==> src/rtl/rv_pkg.sv <==
// Shared core package: default widths, reset PC and the fetch buffer entry layout.
package rv_pkg;

    localparam int unsigned XLEN    = 32;
    localparam int unsigned INSTR_W = 32;
    localparam logic [XLEN-1:0] RESET_PC = 32'h0000_0000;

    typedef struct packed {
        logic [XLEN-1:0]    pc;
        logic [INSTR_W-1:0] instr;
    } fetch_entry_t;

endpackage

==> src/rtl/sync_fifo.sv <==
// Synchronous FIFO with registered head outputs, occupancy count and flush.
module sync_fifo #(
    parameter int unsigned WIDTH = 32,
    parameter int unsigned DEPTH = 4
) (
    input  logic                         clk,
    input  logic                         rst_n,
    input  logic                         clear_i,
    input  logic                         push_i,
    input  logic [WIDTH-1:0]             data_i,
    input  logic                         pop_i,
    output logic                         valid_o,
    output logic [WIDTH-1:0]             data_o,
    output logic [$clog2(DEPTH+1)-1:0]   count_o
);

    localparam int unsigned PW = $clog2(DEPTH);
    localparam int unsigned CW = $clog2(DEPTH + 1);

    logic [WIDTH-1:0] mem_q [DEPTH];
    logic [PW-1:0]    wr_q, wr_d, rd_q, rd_d;
    logic [CW-1:0]    cnt_q, cnt_d;
    logic             valid_q, valid_d;
    logic [WIDTH-1:0] head_q, head_d;
    logic             push_ok, pop_ok;

    assign pop_ok  = pop_i && !clear_i && (cnt_q != '0);
    assign push_ok = push_i && !clear_i && ((cnt_q != CW'(DEPTH)) || pop_ok);

    // Head register is loaded with whatever will sit at the read pointer next cycle.
    always_comb begin
        wr_d    = wr_q + PW'(push_ok);
        rd_d    = rd_q + PW'(pop_ok);
        cnt_d   = cnt_q + CW'(push_ok) - CW'(pop_ok);
        valid_d = (cnt_d != '0);
        head_d  = (push_ok && (wr_q == rd_d)) ? data_i : mem_q[rd_d];
        if (clear_i) begin
            wr_d    = '0;
            rd_d    = '0;
            cnt_d   = '0;
            valid_d = 1'b0;
            head_d  = '0;
        end
    end

    always_ff @(posedge clk or negedge rst_n) begin
        if (!rst_n) begin
            for (int unsigned i = 0; i < DEPTH; i++) begin
                mem_q[i] <= '0;
            end
            wr_q    <= '0;
            rd_q    <= '0;
            cnt_q   <= '0;
            valid_q <= 1'b0;
            head_q  <= '0;
        end else begin
            if (push_ok) begin
                mem_q[wr_q] <= data_i;
            end
            wr_q    <= wr_d;
            rd_q    <= rd_d;
            cnt_q   <= cnt_d;
            valid_q <= valid_d;
            head_q  <= head_d;
        end
    end

    assign valid_o = valid_q;
    assign data_o  = head_q;
    assign count_o = cnt_q;

endmodule

==> src/rtl/rv_fetch_queue.sv <==
// Decoupled instruction fetch: credit-limited sequential requests, in-order responses, PC-tagged buffer.
// Optional FETCH_PERF_EN adds saturating stall and flush counters.
module rv_fetch_queue
    import rv_pkg::*;
#(
    parameter int unsigned     XLEN     = rv_pkg::XLEN,
    parameter int unsigned     DEPTH    = 4,
    parameter logic [XLEN-1:0] RESET_PC = XLEN'(rv_pkg::RESET_PC)
) (
    input  logic                 clk,
    input  logic                 rst_n,
    input  logic                 redirect_valid,
    input  logic [XLEN-1:0]      redirect_pc,
    output logic                 imem_req_valid,
    input  logic                 imem_req_ready,
    output logic [XLEN-1:0]      imem_req_addr,
    input  logic                 imem_rsp_valid,
    input  logic [INSTR_W-1:0]   imem_rsp_data,
    output logic                 instr_valid,
    input  logic                 instr_ready,
    output logic [INSTR_W-1:0]   instr_data,
    output logic [XLEN-1:0]      instr_pc
`ifdef FETCH_PERF_EN
    ,
    output logic [31:0]          perf_stall_cnt,
    output logic [31:0]          perf_flush_cnt
`endif
);

    localparam int unsigned CW = $clog2(DEPTH + 1);
    localparam int unsigned SW = CW + 1;

    typedef struct packed {
        logic [XLEN-1:0]    pc;
        logic [INSTR_W-1:0] instr;
    } entry_t;

    localparam int unsigned EW = $bits(entry_t);

    logic [XLEN-1:0] fetch_pc_q, fetch_pc_d;
    logic [XLEN-1:0] rsp_pc_q, rsp_pc_d;
    logic [CW-1:0]   outst_q, outst_d;
    logic [CW-1:0]   discard_q, discard_d;
    logic [CW-1:0]   fifo_cnt;
    logic            fifo_valid;
    logic            req_fire, push, pop;
    entry_t          push_entry, head_entry;

    // A request is only issued if its response is guaranteed a buffer slot.
    assign imem_req_valid = ((SW'(outst_q) + SW'(fifo_cnt)) < SW'(DEPTH)) && !redirect_valid;
    assign imem_req_addr  = fetch_pc_q;
    assign req_fire       = imem_req_valid && imem_req_ready;
    assign pop            = fifo_valid && instr_ready && !redirect_valid;

    always_comb begin
        fetch_pc_d       = fetch_pc_q;
        rsp_pc_d         = rsp_pc_q;
        discard_d        = discard_q;
        push             = 1'b0;
        push_entry.pc    = rsp_pc_q;
        push_entry.instr = imem_rsp_data;
        outst_d          = outst_q + CW'(req_fire) - CW'(imem_rsp_valid);
        if (redirect_valid) begin
            // Everything still in flight after this cycle belongs to the old path.
            fetch_pc_d = redirect_pc;
            rsp_pc_d   = redirect_pc;
            discard_d  = outst_d;
        end else begin
            if (req_fire) begin
                fetch_pc_d = fetch_pc_q + XLEN'(4);
            end
            if (imem_rsp_valid) begin
                if (discard_q != '0) begin
                    discard_d = discard_q - CW'(1);
                end else begin
                    push     = 1'b1;
                    rsp_pc_d = rsp_pc_q + XLEN'(4);
                end
            end
        end
    end

    always_ff @(posedge clk or negedge rst_n) begin
        if (!rst_n) begin
            fetch_pc_q <= RESET_PC;
            rsp_pc_q   <= RESET_PC;
            outst_q    <= '0;
            discard_q  <= '0;
        end else begin
            fetch_pc_q <= fetch_pc_d;
            rsp_pc_q   <= rsp_pc_d;
            outst_q    <= outst_d;
            discard_q  <= discard_d;
        end
    end

    sync_fifo #(
        .WIDTH (EW),
        .DEPTH (DEPTH)
    ) u_fifo (
        .clk     (clk),
        .rst_n   (rst_n),
        .clear_i (redirect_valid),
        .push_i  (push),
        .data_i  (push_entry),
        .pop_i   (pop),
        .valid_o (fifo_valid),
        .data_o  (head_entry),
        .count_o (fifo_cnt)
    );

    assign instr_valid = fifo_valid;
    assign instr_data  = head_entry.instr;
    assign instr_pc    = head_entry.pc;

`ifdef FETCH_PERF_EN
    logic [31:0] stall_q, flush_q;

    always_ff @(posedge clk or negedge rst_n) begin
        if (!rst_n) begin
            stall_q <= '0;
            flush_q <= '0;
        end else begin
            if (instr_ready && !fifo_valid && (stall_q != '1)) begin
                stall_q <= stall_q + 32'd1;
            end
            if (redirect_valid && (flush_q != '1)) begin
                flush_q <= flush_q + 32'd1;
            end
        end
    end

    assign perf_stall_cnt = stall_q;
    assign perf_flush_cnt = flush_q;
`endif

endmodule
==> config.mk <==
export PLATFORM = sky130hd
export DESIGN_NAME = rv_fetch_queue
export DESIGN_NICKNAME = d
export VERILOG_FILES = /design/src/rtl/rv_pkg.sv /design/src/rtl/sync_fifo.sv /design/src/rtl/rv_fetch_queue.sv
export SDC_FILE = /design/constraint.sdc
export NUM_CORES = 1
export LEC_CHECK = 0
export CORE_MARGIN = 1.5
export CORE_UTILIZATION = 58
export CTS_CLUSTER_DIAMETER = 80
export DETAILED_ROUTE_END_ITERATION = 8
export PLACE_DENSITY_LB_ADDON = 0.25
export SLEW_MARGIN = 20
export SYNTH_ARGS = -nofsm -noshare
export SYNTH_HDL_FRONTEND = slang
export SYNTH_SLANG_ARGS = --single-unit
==> constraint.sdc <==
create_clock -name clk -period 4.2 [get_ports clk]
set_input_delay 0.84 -clock clk [delete_from_list [all_inputs] [get_ports clk]]
set_output_delay 0.84 -clock clk [all_outputs]
set_load 0.05 [all_outputs]
After elaboration in Yosys (flattened, before gate mapping)
Index checks and enable logic that the tools add are counted.
{ "op_classes": {"n_addsub": 10, "mul": 0, "div": 0, "order_cmp": 4, "n_eq_ne": 3, "n_shift": 0, "muxes": 23, "bitwise": 2, "n_reduce_logical": 20} }
{ "op_table": {"columns": ["op", "n"], "rows": [
  ["64-bit 2-to-1 mux", 5],
  ["256-bit bitwise mux", 1],
  ["32-bit 2-to-1 mux", 5],
  ["64-bit binary-select mux with 2-bit select", 1],
  ["64-bit demux with 2-bit select", 1],
  ["32-bit by 3-bit adder with 32-bit output (second input constant)", 2],
  ["3-bit 2-to-1 mux", 4],
  ["1-bit logical AND", 10],
  ["3-bit nonzero test", 3],
  ["3-bit by 1-bit adder with 3-bit output", 2],
  ["3-bit >= comparator (second input constant)", 2],
  ["2-bit NOT with 3-bit output", 2],
  ["2-bit nonzero test", 3],
  ["3-bit by 1-bit subtractor with 3-bit output", 2],
  ["2-bit by 1-bit adder with 2-bit output", 2],
  ["3-bit by 3-bit adder with 4-bit output", 1],
  ["4-bit by 3-bit less-than comparator with 1-bit output (second input constant)", 1],
  ["1-bit 2-to-1 mux", 4],
  ["2-bit 2-to-1 mux", 2],
  ["2-bit AND reduction", 2],
  ["3-bit by 1-bit less-than comparator with 1-bit output (second input constant)", 1],
  ["3-bit != test (second input constant)", 1],
  ["3-bit by 1-bit subtractor with 3-bit output (second input constant)", 1],
  ["2-bit equality test", 1],
  ["3 further kinds", 3]
]} }
{ "word_totals": {"ff_bits": 398, "latchBits": 0, "ram_bits": 0, "romBits": 0, "inputBits": 70, "out_inout_bits": 98, "n_memories": 0} }

Longest topological paths before layout
Gate-level depths: netlist of the first run.
{ "depth": {"word_depth": 11, "ltp_mapped": 14, "ltp_nobuf": 13} }

Cells and area by module
A second synthesis of the first run with hierarchy kept.
{ "hier_totals": {"cells_unflattened": 1317, "area_unflattened_um2": 18382.6} }
{ "modules_own_cells": {"columns": ["mod", "n_inst", "cells_each", "area_each_um2"], "rows": [
  ["sync_fifo", 1, 936, 14500.2],
  ["rv_fetch_queue", 1, 381, 3882.5]
]} }

Least setup slack after synthesis of the first run
Ideal clock, no wire load.
{ "synth_timing": {"kind": "input to register", "from": "in redirect_valid", "to": "reg u_fifo.head_q[32], in the netlist u_fifo.data_o[32]", "setup_ps": 136, "arrival_time_ps": 3174, "required_time_ps": 4064, "slack_ps": 890, "stages": 9, "path_buffers": 4, "path_cell_list": "clkbuf_1 -> clkbuf_1 -> nor3_1 -> ha_1 -> buf_1 -> buf_2 -> mux4_2 -> nand2_1 -> a21oi_1"} }
{ "synth_via": {"elab_chain_cells": 11, "elab_cells_between_ends": 17, "classes_between": "add/sub: 1; eq/ne: 1; mux: 6; bitwise: 1; reduce/logical: 8"} }
{ "synth_rtl": {"columns": ["element", "line", "rtl"], "rows": [
  ["start, declared", "rv_fetch_queue.sv:12", "input logic redirect_valid,"],
  ["1-bit zero test", "sync_fifo.sv:27, sync_fifo.sv:28, rv_fetch_queue.sv:53", null],
  ["1-bit logical AND", "rv_fetch_queue.sv:53", "assign pop = fifo_valid && instr_ready && !redirect_valid;"],
  ["1-bit logical AND (2 in a row)", "sync_fifo.sv:27", "assign pop_ok = pop_i && !clear_i && (cnt_q != '0);"],
  ["2-bit by 1-bit adder with 2-bit output", "sync_fifo.sv:33", "rd_d = rd_q + PW'(pop_ok);"],
  ["2-bit NOT with 3-bit output (not written as such)", "sync_fifo.sv:36", "head_d = (push_ok && (wr_q == rd_d)) ? data_i : mem_q[rd_d];"],
  ["64-bit binary-select mux with 2-bit select", "sync_fifo.sv:36", null],
  ["64-bit 2-to-1 mux (not written as such) (2 in a row)", "sync_fifo.sv:36", null],
  ["64-bit 2-to-1 mux", "sync_fifo.sv:36", null],
  ["64-bit 2-to-1 mux *", "sync_fifo.sv:37", "if (clear_i) begin"],
  ["net u_fifo.head_d[32]", "sync_fifo.sv:24", "logic [WIDTH-1:0] head_q, head_d;"],
  ["end signal, assigned", "sync_fifo.sv:55", "head_q <= '0;"],
  ["end signal, assigned", "sync_fifo.sv:64", "head_q <= head_d;"],
  ["end, declared", "sync_fifo.sv:24", null]
]} }
The timed path passes the listed nets; every way through them passes the cells marked *. The select of a mux whose other input is x is not followed.
A chain may end at the register's enable or synchronous reset.

Worst setup path after layout of the first run
{ "layout_timing": {"from": "in imem_req_ready", "to": "reg discard_q[2]"} }
{ "layout_via": {"elab_chain_cells": 4} }
{ "layout_rtl": {"columns": ["element", "line", "rtl"], "rows": [
  ["start, declared", "rv_fetch_queue.sv:15", "input logic imem_req_ready,"],
  ["1-bit logical AND", "rv_fetch_queue.sv:52", "assign req_fire = imem_req_valid && imem_req_ready;"],
  ["3-bit by 1-bit adder with 3-bit output", "rv_fetch_queue.sv:62", "outst_d = outst_q + CW'(req_fire) - CW'(imem_rsp_valid);"],
  ["3-bit by 1-bit subtractor with 3-bit output", "rv_fetch_queue.sv:62", null],
  ["net outst_d[2]", "rv_fetch_queue.sv:42", "logic [CW-1:0] outst_q, outst_d;"],
  ["3-bit 2-to-1 mux", "rv_fetch_queue.sv:63", "if (redirect_valid) begin"],
  ["end signal, assigned", "rv_fetch_queue.sv:93", "discard_q <= discard_d;"],
  ["end, declared", "rv_fetch_queue.sv:43", "logic [CW-1:0] discard_q, discard_d;"]
]} }
The timed path passes the listed nets, and every way through them passes these cells.

==> impl_metrics.tcl, run 1 <==
set metrics [dict create \
    clkSinkCount 398 \
    insertion_delay_ps 530 \
    final_core_util 0.7074 \
    synth_edf_count 0 \
    grt_usage 0.2601 \
    path_max_fanout 6 \
    vias_per_cell 5.912 \
    period_needed_ps 3260 \
    postRouteAntennaNets 0 \
    wl_per_cell_um 20.50 \
    end_kind "flop" \
    dr.pass1.iters 5 \
    die_w_um 178.8 \
    tritoncts "done" \
    dp_slack_ps 431.1 \
    tightestPinTransition_ps 895.2 \
    die_area_sq_um 31990 \
    htreeDepth 2 \
    synth_top_area_share 0.5553 \
    drive_gt1_frac 0.3023 \
    io_pins 168 \
    cellLeakagePower_nw 9.613 \
    r2r_slack_ps 990 \
    grt_max_degree 109 \
    r2r_start "u_fifo.count_o[2]" \
    drv_cap 0 \
    synthDistinctLibCells 51 \
    totalPowerFinal_w 0.01206 \
    setup_viol 0 \
    cts_resized 0 \
    ir_drop_mv 0.3590 \
    die_height_um 178.8 \
    grt_pass1_vias 12111 \
    status "completed" \
    hold_viol 0 \
    yosysSeqAreaShare 0.5553 \
    crit_arrival_ps 3700 \
    grt_pass1_wl_mm 65.06 \
    yosysTopAreaCell "dfrtp_1" \
    core_area_sq_um 30510 \
    via_count 11416 \
    worstRegToRegCells 13 \
    dp.cells 1853 \
    grt_overflow_total 0 \
    final_common_cell "dfrtp_1" \
    cts_setup_buffers 0 \
    skew_ps 18.23 \
    drv_slew 0 \
    synth-seq-cells 398 \
    diodes 0 \
    numCtsBuffers 43 \
    start_util 0.5878 \
    io_buffers 167 \
    gp_congestion 0.8094 \
    ctsHoldBuffers 0 \
    cts.reportedPaths.clkPinSlew_ps 60 \
    wirelength_mm 39.59 \
    worst_slack_ps 940.3 \
    postSynthAreaPerCell_sq_um 13.25 \
    syn_nets 1438 \
    layout.nets 1586 \
    areaGrowthSynthToFinish_pct 20.34 \
    rsz0062_at_grt "false" \
    worst-setup-path-type "input pin to flop" \
    r2r-end "discard_q[2]" \
    cts_root_buf "clkbuf_16" \
    hp-class "input pin to asynchronous set/reset pin" \
    slew_headroom 0.3977 \
    fmax_mhz 306.8 \
    async_flop_share 1.000 \
    ys_warn_count 0 \
    detailedPlacementHpwl_mm 24.40 \
    max-clock-path-buffers 3 \
    layout_common_cells "398 x dfrtp_1, 283 x mux2_2, 165 x nand2_1" \
    antenna_found_initial 0 \
    timing.final.crit_share 0.7761 \
    worst-endpoint-required_ps 4640 \
    start_kind "input pin" \
    stdcell_count 1931 \
    remaining_drc_errors 0 \
    netlist_area_sq_um 17930 \
    drt-initial-drc-count 731 \
    synthCells 1354 \
    rows 64 \
    ys.flop_type "dfrtp_1" \
    synth_area_leaders "dfrtp_1 56%, mux2_2 18%, mux4_2 8.0%" \
    p_per_area_nw_per_um2 558.9 \
    setup_tns_ps 0 \
]
==> worst max-delay path: stages <==
cell	delay [ps]
clkdlybuf4s50_1	520
or4b_1	630
nor2_1	200
nand2_1	90
ha_1	280
inv_1	60
ha_1	130
inv_1	50
fa_1	400
xnor2_1	190
xnor2_1	160
nand2_1	70
o21ai_0	80
==> final cells by class <==
| cell class | instances | area [sq um] |
|---|---|---|
| multi-input cells | 843 | 7527 |
| well taps | 396 | 495.5 |
| fillers | 2048 | 8926 |
| flip-flops and latches | 398 | 9960 |
| clock inverters | 21 | 294.0 |
| inverters | 19 | 71.32 |
| clock buffers | 57 | 1201 |
| repair buffers | 197 | 2034 |
==> power by group <==
part           leakage [nW]  switching [W]  internal, W
Combinational          3.67        0.00167      0.00142
Sequential             5.22       0.000458      0.00455
Clock                 0.726        0.00151      0.00245
==> cells by family (layout without fill, tap and decap cells) <==
family / Yosys count / count (layout) / share of synthesized area
flip-flops: 398 / 398 / 0.5553
adder cells (fa/ha/maj): 14 / 14 / 0.01060
AND/OR/NAND/NOR: 305 / 305 / 0.08009
XOR/XNOR: 59 / 59 / 0.02881
buffers and inverters: 113 / 294 / 0.02811
AO/OA/AOI/OAI: 107 / 107 / 0.03251
multiplexers: 358 / 358 / 0.2645
==> per-stage QoR <==
stage | instance area, sq um | hold WS [ps]
after global routing | 21580 | 443.3
final | 21580 | 366.9
after detailed placement | 20090 | 472.8
after CTS | 21580 | 419.8
after global placement | 20090 | 462.4
after floorplan | 17930 | 444.8
==> worst max path at each step <==
stage                    from                 to  slack, ps  cells past startpoint
5_1_grt        imem_req_ready       discard_q[2]        780                     13
2_1_floorplan  redirect_valid  u_fifo.data_o[32]        890                      9
3_3_place_gp   imem_req_ready       discard_q[2]        550                     13
4_1_cts        imem_req_ready       discard_q[2]        960                     13
3_5_place_dp   imem_req_ready       discard_q[2]        430                     13
6_report       imem_req_ready       discard_q[2]        940                     13
==> cells in the mapped netlist (all sizes together) (3+ instances only) <==
library cell,count
and3,9
mux4,64
or2,4
nand2,165
nand4,22
ha,12
xor2,23
mux2,288
buf,50
nor2,30
o21ai,15
nor4,11
nor3,10
mux2i,6
a21oi,75
or3,3
inv,18
clkbuf,44
dfrtp,398
a31oi,7
xnor2,36
nand2b,3
and4,5
and2,3
nand3,27
==> metal layers <==
metal,vias to the layer above,routed length (um),GRT usage
met5,-,0,0
met4,0,732,0.06354
met3,60,1660,0.03244
met2,322,19240,0.4331
met1,5925,17950,0.3663
li1,5109,-,-
==> flip-flops by register name, indices dropped and copies added (netlist names) <==
| register | count |
|---|---|
| discard_q | 3 |
| imem_req_addr | 32 |
| outst_q | 3 |
| rsp_pc_q | 32 |
| u_fifo.count_o | 3 |
| u_fifo.data_o | 64 |
| u_fifo.mem_q | 256 |
| u_fifo.rd_q | 2 |
| u_fifo.valid_o | 1 |
| u_fifo.wr_q | 2 |
Note: power is estimated with default switching activity, not from simulation.
==> inputs of run 2 (changes only) <==
clock period = 3.4 ns   (was 4.2 ns; I/O delays follow)
==> impl_metrics.tcl, run 2 (synthesized netlist as in run 1, its figures left out) <==
set metrics [dict create \
    cp_top_family "adder cells" \
    gp_congestion 0.8737 \
    htreeDepth 2 \
    start_kind "flop" \
    worst-endpoint-required_ps 3840 \
    switching_share 0.3008 \
    final_area_sq_um 21770 \
    die_w_um 178.8 \
    worst-setup-path-type "flop to flop" \
    layout_common_cells "398 x dfrtp_1, 283 x mux2_2, 165 x nand2_1" \
    layout.nets 1599 \
    p_per_area_nw_per_um2 682.9 \
    cts_root_buf "clkbuf_16" \
    path_max_fanout 4 \
    internal_power_w 0.01040 \
    critPathBufInv 2 \
    r2r_slack_ps 420 \
    ir_drop_mv 0.3394 \
    cts_setup_buffers 0 \
    regMostFlops "u_fifo.mem_q" \
    grt_use_met2 0.4278 \
    clkPwrFrac 0.324 \
    rsz0062_at_grt "false" \
    remaining_drc_errors 0 \
    p_comb_frac 0.260 \
    drv_slew 0 \
    end_kind "flop" \
    drv_cap 0 \
    cp_cell_sequence "ha_1 > or4b_1 > nor2_1 > nand2_1 > ha_1 > inv_1 > ha_1 > inv_1 > fa_1 > xnor2_1 > xnor2_1 > nand2_1 > o21ai_0" \
    totalPowerFinal_w 0.01487 \
    fmax_mhz 335.2 \
    core_area_sq_um 30510 \
    crit_arrival_ps 3430 \
    use_met3 0.03753 \
    num-fill-cells 2055 \
    io_pins 168 \
    wl_per_cell_um 20.20 \
    worst_slack_ps 416.8 \
    hold_viol 0 \
    tightestPinTransition_ps 743.8 \
    rows 64 \
    die_area_sq_um 31990 \
    power_frac_seq 0.416 \
    hold_slack_ps 177.2 \
    wirelength_mm 39.26 \
    skew_ps 9.289 \
    tritoncts "done" \
    clkSinkCount 398 \
    grt_overflow_total 0 \
    slew_headroom 0.5042 \
    largest_register_ffs 256 \
    numCtsBuffers 42 \
    timing.final.crit_share 0.8774 \
    diodes 0 \
    status "completed" \
    drt-initial-drc-count 733 \
    setup_viol 0 \
    ctsHoldBuffers 0 \
    antenna_found_initial 1 \
    path_common_cell "ha_1" \
    drive_gt1_frac 0.3101 \
    period_needed_ps 2983 \
    switching_power_w 0.004471 \
    via_count 11563 \
    hp-class "input pin to asynchronous set/reset pin" \
    final_common_cell "dfrtp_1" \
    placed_area_sq_um 20280 \
    cp_slowest_cell "or4b_1" \
    regArea_sq_um 9960 \
    cts.reportedPaths.clkPinSlew_ps 60 \
    areaGrowthSynthToFinish_pct 21.38 \
    top_usage_layer "met2" \
    insertion_delay_ps 530 \
    start_util 0.5878 \
    io_buffers 167 \
    cts_resized 0 \
    max-clock-path-buffers 3 \
    die_height_um 178.8 \
    grt_max_degree 93 \
    grt_pass1_vias 12191 \
    vias_per_cell 5.948 \
    grt_pass1_wl_mm 63.99 \
    cellLeakagePower_nw 9.713 \
    detailedPlacementHpwl_mm 24.24 \
    critical_path.max_stage_delay_ps 540 \
    use_met1 0.3530 \
    multiInputGateArea_sq_um 7527 \
    postRouteAntennaNets 0 \
    grt_usage 0.2563 \
    dp_slack_ps 44.75 \
    setup_tns_ps 0 \
    dr.pass1.iters 4 \
]
[run 2: cell count changes in the layout (fill, tap and decap cells not counted), sizes merged]
cell      delta
clkinvlp     -2
buf         +14
clkbuf       +3
bufinv       -2
[run 2: worst reg2reg max path, delay by kind of cell (launching register included)]
kind            cells  cell delay [ps]
fa+ha+maj           4             1070
simple gates        4              820
flops               1              440
xor+xnor            2              360
buf+inv             2              110
compound gates      1               90
[run 2: worst paths after layout]
kind                              startpoint                 to  depth (start not counted)
max in group asynchronous              rst_n  u_fifo.mem_q[158]                          3
setup / recovery           u_fifo.count_o[2]       discard_q[2]                         13
hold reg to reg             u_fifo.mem_q[75]   u_fifo.mem_q[75]                          1
min in group clk            u_fifo.mem_q[75]   u_fifo.mem_q[75]                          1
setup reg to reg           u_fifo.count_o[2]       discard_q[2]                         13
hold / removal                         rst_n  u_fifo.mem_q[155]                          1
[run 2: through the flow]
step	cells	utilization
6_report	1944	0.7135
5_1_grt	1944	0.7135
4_1_cts	1944	0.7135
3_5_place_dp	1867	0.6647
3_3_place_gp	1867	0.6647
2_1_floorplan	1354	-
[run 2: final cells by class]
type / count / share of cell area
Sequential cell: 398 / 0.4575
Multi-Input combinational cell: 843 / 0.3458
Timing Repair Buffer: 211 / 0.1023
Clock buffer: 60 / 0.05845
Tap cell: 396 / 0.02276
Clock inverter: 17 / 0.009886
Inverter: 19 / 0.003276
[run 2: per-layer routing]
| metal | share of wire | vias to the layer above | wire length, um |
|---|---|---|---|
| li1 | - | 5133 | - |
| met1 | 0.44 | 6051 | 17290 |
| met2 | 0.49 | 321 | 19260 |
| met3 | 0.049 | 58 | 1906 |
| met4 | 0.021 | 0 | 809 |
| met5 | 0 | - | 0 |
[run 2: power by group through the flow]
stage / sequential, W / clock, W / combinational (W)
after floorplan: 0.00699 / 0 / 0.00183
after global placement: 0.00621 / 0 / 0.00377
after detailed placement: 0.00624 / 0 / 0.00387
after CTS: 0.00618 / 0.00490 / 0.00390
after global routing: 0.00629 / 0.00510 / 0.00416
final: 0.00619 / 0.00481 / 0.00386
==> inputs of run 3 (changes only) <==
CELL_PAD_IN_SITES_DETAIL_PLACEMENT = 2   (was unset)
CELL_PAD_IN_SITES_GLOBAL_PLACEMENT = 2   (was unset)
CORE_UTILIZATION = 40   (was 58)
==> impl_metrics.tcl, run 3 (synthesized netlist as in run 1, its figures left out) <==
set metrics [dict create \
    max-clock-path-buffers 3 \
    grt_pass1_wl_mm 82.97 \
    start_util 0.4056 \
    power_frac_seq 0.414 \
    worst-setup-path-type "flop to flop" \
    numCtsBuffers 44 \
    hold_viol 0 \
    regMostFlops "u_fifo.mem_q" \
    insertion_delay_ps 560 \
    vias_per_cell 5.505 \
    crit_start "u_fifo.count_o[2]" \
    dr.pass1.iters 5 \
    cts_setup_buffers 0 \
    use_met3 0.03071 \
    p_per_area_nw_per_um2 686.4 \
    switching_share 0.3188 \
    layout.nets 1605 \
    die_w_um 214.7 \
    top_usage_layer "met2" \
    diodes 0 \
    tightestPinTransition_ps 767.5 \
    p_comb_frac 0.267 \
    antenna_found_initial 0 \
    use_met1 0.3023 \
    drv_cap 0 \
    drt-initial-drc-count 630 \
    timing.final.crit_share 0.9242 \
    io_buffers 167 \
    r2r_slack_ps 260 \
    die_height_um 214.7 \
    final_area_sq_um 22050 \
    grt_overflow_total 0 \
    clkPwrFrac 0.319 \
    r2r_start "u_fifo.count_o[2]" \
    clkSinkCount 398 \
    multiInputGateArea_sq_um 7527 \
    worst-endpoint-required_ps 3870 \
    via_count 11813 \
    grt_use_met2 0.4024 \
    tritoncts "done" \
    cts_resized 0 \
    die_area_sq_um 46120 \
    wirelength_mm 51.65 \
    cellLeakagePower_nw 9.733 \
    status "completed" \
    io_pins 168 \
    path_max_fanout 4 \
    switching_power_w 0.004827 \
    htreeDepth 2 \
    period_needed_ps 3142 \
    drive_gt1_frac 0.3095 \
    hp-class "input pin to asynchronous set/reset pin" \
    areaGrowthSynthToFinish_pct 22.97 \
    grt_pass1_vias 13927 \
    start_kind "flop" \
    crit_arrival_ps 3610 \
    placed_area_sq_um 20610 \
    fmax_mhz 318.2 \
    regArea_sq_um 9960 \
    largest_register_ffs 256 \
    end_kind "flop" \
    cts.reportedPaths.clkPinSlew_ps 60 \
    remaining_drc_errors 0 \
    rows 77 \
    slew_headroom 0.4836 \
    num-fill-cells 4163 \
    detailedPlacementHpwl_mm 32.46 \
    drv_slew 0 \
    final_common_cell "dfrtp_1" \
    layout_common_cells "398 x dfrtp_1, 283 x mux2_2, 165 x nand2_1" \
    rsz0062_at_grt "false" \
    core_area_sq_um 44220 \
    setup_viol 0 \
    setup_tns_ps 0 \
    postRouteAntennaNets 0 \
    grt_usage 0.2319 \
    ctsHoldBuffers 0 \
    skew_ps 14.46 \
    internal_power_w 0.01031 \
    gp_congestion 0.7686 \
    wl_per_cell_um 24.07 \
    grt_max_degree 89 \
    ir_drop_mv 0.2998 \
    cts_root_buf "clkbuf_16" \
]
## run 3: changes by cell type in the layout (fill, tap and decap cells not counted), sizes merged
| cell | change |
|---|---|
| clkbuf | +3 |
| bufinv | -1 |
| buf | +4 |
## run 3: stage by stage
stage | std cells | hold WS [ps] | total power, W | worst slack, ps | util
after detailed placement | 2067 | 475.9 | 0.01034 | -135.1 | 0.4660
after global placement | 2067 | 461.3 | 0.01010 | 42.38 | 0.4660
after floorplan | 1354 | 384.4 | 0.008815 | 250.0 | -
after global routing | 2146 | 174.2 | 0.01586 | 64.69 | 0.4987
final | 2146 | 151.3 | 0.01514 | 257.8 | 0.4987
after CTS | 2146 | 163.2 | 0.01534 | 207.8 | 0.4987
## run 3: area by class of cell
| type | count | share of cell area |
|---|---|---|
| Clock buffer | 63 | 0.05730 |
| Clock inverter | 16 | 0.008396 |
| Inverter | 19 | 0.003234 |
| Multi-Input combinational cell | 843 | 0.3413 |
| Sequential cell | 398 | 0.4516 |
| Tap cell | 592 | 0.03358 |
| Timing Repair Buffer | 215 | 0.1046 |
## run 3: power by group through the flow
| stage | Combinational, W | Clock (W) | Sequential (W) |
|---|---|---|---|
| finish | 0.00404 | 0.00483 | 0.00627 |
| global route | 0.00434 | 0.00516 | 0.00637 |
| CTS | 0.00410 | 0.00496 | 0.00627 |
| detailed placement | 0.00402 | 0 | 0.00632 |
| global placement | 0.00386 | 0 | 0.00624 |
| floorplan | 0.00183 | 0 | 0.00699 |
## run 3: critical path, stage by stage, from the launching register on
cell     delay [ps]
dfrtp_1         450
ha_1            330
or4b_1          570
nor2_1          170
nand2_1          90
ha_1            270
inv_1            50
ha_1            130
inv_1            50
fa_1            380
xnor2_1         220
xnor2_1         170
nand2_1          80
o21ai_0          80
## run 3: routing by layer
metal | part of all wire | wire, um | vias up
li1 | - | - | 5147
met1 | 0.43 | 22300 | 6373
met2 | 0.51 | 26470 | 223
met3 | 0.033 | 1691 | 70
met4 | 0.023 | 1194 | 0
met5 | 0 | 0 | -
## run 3: final timing paths
check / depth (start not counted) / endpoint
max: 13 / discard_q[2]
min: 1 / u_fifo.data_o[25]
max reg2reg: 13 / discard_q[2]
min reg2reg: 2 / u_fifo.mem_q[50]
max in group asynchronous: 2 / u_fifo.mem_q[56]
min in group clk: 2 / u_fifo.mem_q[50]
